**src/rtl/switch_debouncer.sv**
```systemverilog
// Switch conditioner: 2-FF synchroniser, counter debounce FSM, level and edge pulses.
// Define SW_EDGE_COUNT_EN to build the 8-bit accepted-rising-edge counter.
module switch_debouncer #(
  parameter int DEBOUNCE_CYCLES = 1_000_000
) (
  input  logic       clk,
  input  logic       rst,
  input  logic       sw_raw,
  output logic       sw_level,
  output logic       rise_pulse,
  output logic       fall_pulse,
  output logic [7:0] edge_count
);

  localparam int CNT_W = $clog2(DEBOUNCE_CYCLES + 1);
  localparam logic [CNT_W-1:0] LAST = CNT_W'(DEBOUNCE_CYCLES - 1);
  localparam logic [CNT_W-1:0] ONE = CNT_W'(1);

  typedef enum logic [1:0] {
    STABLE_LO,
    WAIT_HI,
    STABLE_HI,
    WAIT_LO
  } state_t;

  logic             r_sync0;
  logic             r_sync1;
  state_t           r_state;
  logic [CNT_W-1:0] r_cnt;
  logic             r_level;
  logic             r_rise;
  logic             r_fall;

  state_t           w_next_state;
  logic [CNT_W-1:0] w_next_cnt;
  logic             w_rise;
  logic             w_fall;

  // r_cnt holds how many differing sync1 cycles have been seen so far;
  // the D-th such cycle is accepted on the same edge that samples it.
  always_comb begin
    w_next_state = r_state;
    w_next_cnt   = '0;
    w_rise       = 1'b0;
    w_fall       = 1'b0;
    unique case (r_state)
      STABLE_LO: begin
        if (r_sync1) begin
          if (DEBOUNCE_CYCLES == 1) begin
            w_next_state = STABLE_HI;
            w_rise       = 1'b1;
          end else begin
            w_next_state = WAIT_HI;
            w_next_cnt   = ONE;
          end
        end
      end
      WAIT_HI: begin
        if (!r_sync1) begin
          w_next_state = STABLE_LO;
        end else if (r_cnt == LAST) begin
          w_next_state = STABLE_HI;
          w_rise       = 1'b1;
        end else begin
          w_next_cnt = r_cnt + ONE;
        end
      end
      STABLE_HI: begin
        if (!r_sync1) begin
          if (DEBOUNCE_CYCLES == 1) begin
            w_next_state = STABLE_LO;
            w_fall       = 1'b1;
          end else begin
            w_next_state = WAIT_LO;
            w_next_cnt   = ONE;
          end
        end
      end
      WAIT_LO: begin
        if (r_sync1) begin
          w_next_state = STABLE_HI;
        end else if (r_cnt == LAST) begin
          w_next_state = STABLE_LO;
          w_fall       = 1'b1;
        end else begin
          w_next_cnt = r_cnt + ONE;
        end
      end
      default: w_next_state = STABLE_LO;
    endcase
  end

  always_ff @(posedge clk) begin
    if (rst) begin
      r_sync0 <= 1'b0;
      r_sync1 <= 1'b0;
      r_state <= STABLE_LO;
      r_cnt   <= '0;
      r_level <= 1'b0;
      r_rise  <= 1'b0;
      r_fall  <= 1'b0;
    end else begin
      r_sync0 <= sw_raw;
      r_sync1 <= r_sync0;
      r_state <= w_next_state;
      r_cnt   <= w_next_cnt;
      r_rise  <= w_rise;
      r_fall  <= w_fall;
      if (w_rise)
        r_level <= 1'b1;
      else if (w_fall)
        r_level <= 1'b0;
    end
  end

  assign sw_level   = r_level;
  assign rise_pulse = r_rise;
  assign fall_pulse = r_fall;

`ifdef SW_EDGE_COUNT_EN
  logic [7:0] r_edge_cnt;

  always_ff @(posedge clk) begin
    if (rst)
      r_edge_cnt <= 8'd0;
    else if (w_rise)
      r_edge_cnt <= r_edge_cnt + 8'd1;
  end

  assign edge_count = r_edge_cnt;
`else
  assign edge_count = 8'd0;
`endif

endmodule

```
**config.mk**
```make
export PLATFORM = sky130hd
export DESIGN_NAME = switch_debouncer
export DESIGN_NICKNAME = d
export VERILOG_FILES = /design/src/rtl/switch_debouncer.sv
export SDC_FILE = /design/constraint.sdc
export NUM_CORES = 1
export LEC_CHECK = 0
export ABC_CLOCK_PERIOD_IN_PS = 4620
export CAP_MARGIN = 10
export CORE_UTILIZATION = 58
export CTS_CLUSTER_DIAMETER = 100
export DETAILED_ROUTE_END_ITERATION = 12
export PLACE_DENSITY = 0.88
export SLEW_MARGIN = 10
export SYNTH_ARGS = -nofsm -noshare
export SYNTH_HDL_FRONTEND = slang
export SYNTH_SLANG_ARGS = --single-unit
export TNS_END_PERCENT = 20
```
**constraint.sdc**
```tcl
create_clock -name clk -period 4.62 [get_ports clk]
set_clock_uncertainty 0.2 [all_clocks]
set_input_delay 0.924 -clock clk [delete_from_list [all_inputs] [get_ports clk]]
set_output_delay 0.924 -clock clk [all_outputs]
set_load 0.01 [all_outputs]
```
# After elaboration in Yosys (flattened, before gate mapping)
# Cells that the tools add are included.
dict set report word_totals {
  wordCells 39
  regBits 27
  output_inout_bits 11
}
dict set report op_classes {
  add_sub_neg 1
  n_mux 20
  n_eq_ne 8
  reduce_logical 3
}
# op n
set ops {}
lappend ops {{$pmux W20 S4} 1}
lappend ops {{$mux W20} 3}
lappend ops {{$add A20 B1 Y20 const B} 1}
lappend ops {{$eq A20 B20 Y1 const B} 1}
lappend ops {{$mux W2} 6}
lappend ops {{$mux W1} 9}
lappend ops {{$pmux W2 S4} 1}
lappend ops {{$ne A3 B3 Y1 const B} 2}
lappend ops {{$eq A2 B2 Y1 const B} 2}
lappend ops {{$ne A2 B2 Y1 const B} 2}
lappend ops {{$reduce_and A4 Y1} 1}
lappend ops {{$eq A2 B1 Y1 const B} 1}
lappend ops {{$logic_not A2 Y1} 1}
lappend ops {{$reduce_bool A2 Y1} 1}

# Logic depth before layout (Yosys ltp)
dict set report logic_depth {
  depth_word 6
  ltp_mapped 7
}

# Least setup slack after synthesis
# Ideal clock, no wire load.
dict set report synth_timing {
  kind {input-to-reg}
  start {in rst}
  end {reg r_cnt[10]}
  arrival_time_ns 1.742
  setup_time_ns 0.064
  cell_stages 5
  path_buffers 2
  path_slack_ns 2.614
  required_time_ns 4.356
  path_cell_list {a21o_1 -> a211o_1 -> buf_2 -> buf_2 -> nor2_1}
}
# element line_no
set synth_rtl {}
lappend synth_rtl {{start: declaration} 7} ;# input logic rst,
lappend synth_rtl {{end signal: assignment} 106} ;# r_cnt <= w_next_cnt;
lappend synth_rtl {{end: declaration} 29} ;# logic [CNT_W-1:0] r_cnt;

==> impl_metrics.csv <==
group,metric,value,unit
critical_path,critPathCaptureType,"register",
sta,fmax,420.7,MHz
finish,diodes,0,
die,io_pins,14,
power,vdd_drop_max,0.2691,mV
routing,firstDrtPassIters,4,
critical_path,regToRegStartpoint,"r_cnt[0]$_SDFF_PP0_",
routing,vias_per_cell,5.675,
sta,grt_setup_unrepaired,"false",
synthesis,synth_area,1234,sq um
clock_network,cts_tree,"yes",
die,fp-row-count,16,
routing,drt-wirelength-per-cell,13.32,um
sta,fin_crit,2377,ps
critical_path,critPathKind,"in -> reg",
sta,drv_slew,0,
synthesis,async_reset_ff_share,0,%
routing,drc,0,
routing,num_vias,959,
synthesis,syn_inst,139,
sta,finalCritPeriodShare,51.45,%
placement,post-place-cells,165,
placement,dp_hpwl,1.681,mm
critical_path,reg2reg_slack,2350,ps
routing,routed_wl,2.251,mm
hold_path,hp-start,"r_sync0$_SDFF_PP0_",
synthesis,synthMuxAreaShare,0,%
die,core,1982,sq um
synthesis,synth_top_family_by_area,"simple AND/OR/NAND/NOR gates",
clock_network,clk_pin_slew,140,ps
clock_network,cts.path.max_buffers,2,
critical_path,r2r_cells,5,
grt,grt_pass1_wl,3.387,mm
critical_path,start_kind,"input pin",
hold_path,hold_path_depth,1,
routing,ant_nets,0,
synthesis,synth_xor_area_share,8.519,%
die,die_x,48.12,um
synthesis,synth-adder-area-share,1.014,%
clock_network,cts-root-buf,"clkbuf_4",
synthesis,synth_top_area_share,43.81,%
routing,drt_iter0_drc,19,
sta,tightest_slew,549.7,ps
sta,fin_setup_tns,0,ps
synthesis,ys_seq_elements,27,
finish,final_util,64.84,%
placement,gp_congestion,0.7734,
finish,fin_cells,169,
synthesis,synth_area_leader_cell,"dfxtp_1",
clock_network,ctsHoldBuffers,0,
clock_network,post_cts.repair.setup_buffers,0,
clock_network,ctsResizeCount,0,
grt,grt_max_degree,20,
placement,place.port_buffers,5,
synthesis,synth_compound_area_share,10.45,%
grt,antenna_found_initial,0,
synthesis,synthFlopType,"dfxtp_1",
outcome,status,"finished clean",
synthesis,yosysUniqueCellTypes,32,
sta,setup_viol,0,
critical_path,worstReg2RegEnd,"r_cnt[15]$_SDFF_PP0_",
grt,grt_pass1_vias,855,
die,die_h,48.12,um
synthesis,yosys.area_share.simple,27.79,%
critical_path,required,4670,ps
critical_path,arrival,2430,ps
hold_path,hold_end,"r_sync1$_SDFF_PP0_",
finish,nets,147,
synthesis,ys_top_cells_by_count,"27 x dfxtp_1, 14 x nor2_1, 9 x xor2_1",
job,drv_cap,0,
sta,hold_viol,0,
clock_network,h-tree-depth,1,
power,leakagePower,0.3957,nW
hold_path,hold_class,"reg -> reg",
clock_network,cts.sinks,27,
clock_network,numCtsBuffers,3,
sta,max-slew-margin-rel,63.35,%
synthesis,ys_seq_area_share,43.81,%
synthesis,syn_avg_cell_area,8.875,sq um
grt,grt-ovfl-total,0,
synthesis,synth_edf_count,0,
power,p_per_area,269.4,nW/um^2
synthesis,yosysWarnings,0,
finish,final_layout_size_suffix_gt1_share,6.338,%
die,start_util,62.25,%
grt,track_usage,21.43,%
critical_path,cp_max_fo,19,
clock_network,clock_latency,320,ps
synthesis,synth_area_leaders,"dfxtp_1 44%, xor2_1 6.4%, buf_4 4.9%",
finish,area_growth_syn_to_layout,4.158,%
synthesis,synth.most_common_cell,"dfxtp_1",
die,dieArea,2316,sq um
critical path, stage by stage:
cell and delay [ps]:
clkdlybuf4s50_1 530, a21o_1 240, a211o_1 490, a21oi_1 230
placed cells by master (no fill, tap or decap), drive strengths merged, types with 4 or more instances in the layout:
cell and n:
nor2 14, o21ai 6, dfxtp 27, conb 8
nand4 7, nand3 9, xor2 9, a21oi 8
nand2 5, clkbuf 4, inv 4, or4 4
or3 4, clkdlybuf4s50 5
sequential cells by signal (all words and copies together) (netlist names), named ones only:
| name | count |
|---|---|
| r_sync1 | 1 |
| fall_pulse | 1 |
| rise_pulse | 1 |
| sw_level | 1 |
| r_cnt | 20 |
| r_state | 1 |
| r_sync0 | 1 |
power by group:
part	leakage [nW]	switching, W	total (W)	internal (W)
Clock	0.0150	0.0000649	0.0000986	0.0000338
Combinational	0.163	0.00000648	0.0000111	0.00000459
Sequential	0.218	0.00000154	0.000236	0.000235
layout make-up:
type,instances,area (sq um)
fillers,164,696.9
clock buffers,4,26.28
repair buffers,5,50.05
inverters,4,15.01
flip-flops and latches,27,540.5
multi-input cells,102,619.3
well taps,27,33.78
routing by layer:
layer / global-route usage [%] / share of wire (%) / vias up
met3: 6.667 / 2.9 / 2
li1: - / - / 481
met1: 21.95 / 43 / 459
met4: 6.111 / 1.1 / 0
met5: 0 / 0 / -
met2: 41.35 / 53 / 17
logic make-up after synthesis:
group                      Yosys count
xor gates and xnor gates            12
buffers and inverters               17
adders and majority gates            1
AOI/OAI and AO/OA                   22
DFF                                 27
and+or+nand+nor                     59
other                                1
per-stage QoR:
step / hold slack (ps) / cell area, sq um / total power [W] / setup slack [ps]
after global placement: 230.5 / 1259 / 0.0002520 / 2011
final: 263.6 / 1285 / 0.0003462 / 2243
after global routing: 279.4 / 1285 / 0.0003602 / 2171
after CTS: 264.0 / 1285 / 0.0003480 / 2248
after detailed placement: 228.3 / 1259 / 0.0002525 / 1906
after floorplan: 213.8 / 1260 / 0.0002526 / 2614
worst max-delay path by stage:
stage                        startpoint              endpoint  slack [ps]  cells after the start
finish                              rst  r_cnt[15]$_SDFF_PP0_        2240                      4
global route        r_cnt[0]$_SDFF_PP0_   r_cnt[6]$_SDFF_PP0_        2170                      5
CTS                                 rst  r_cnt[15]$_SDFF_PP0_        2250                      4
detailed placement                  rst  r_cnt[15]$_SDFF_PP0_        1910                      4
global placement                    rst  r_cnt[17]$_SDFF_PP0_        2010                      4
floorplan                           rst  r_cnt[10]$_SDFF_PP0_        2610                      5
Power figures use the tool's default switching activity.
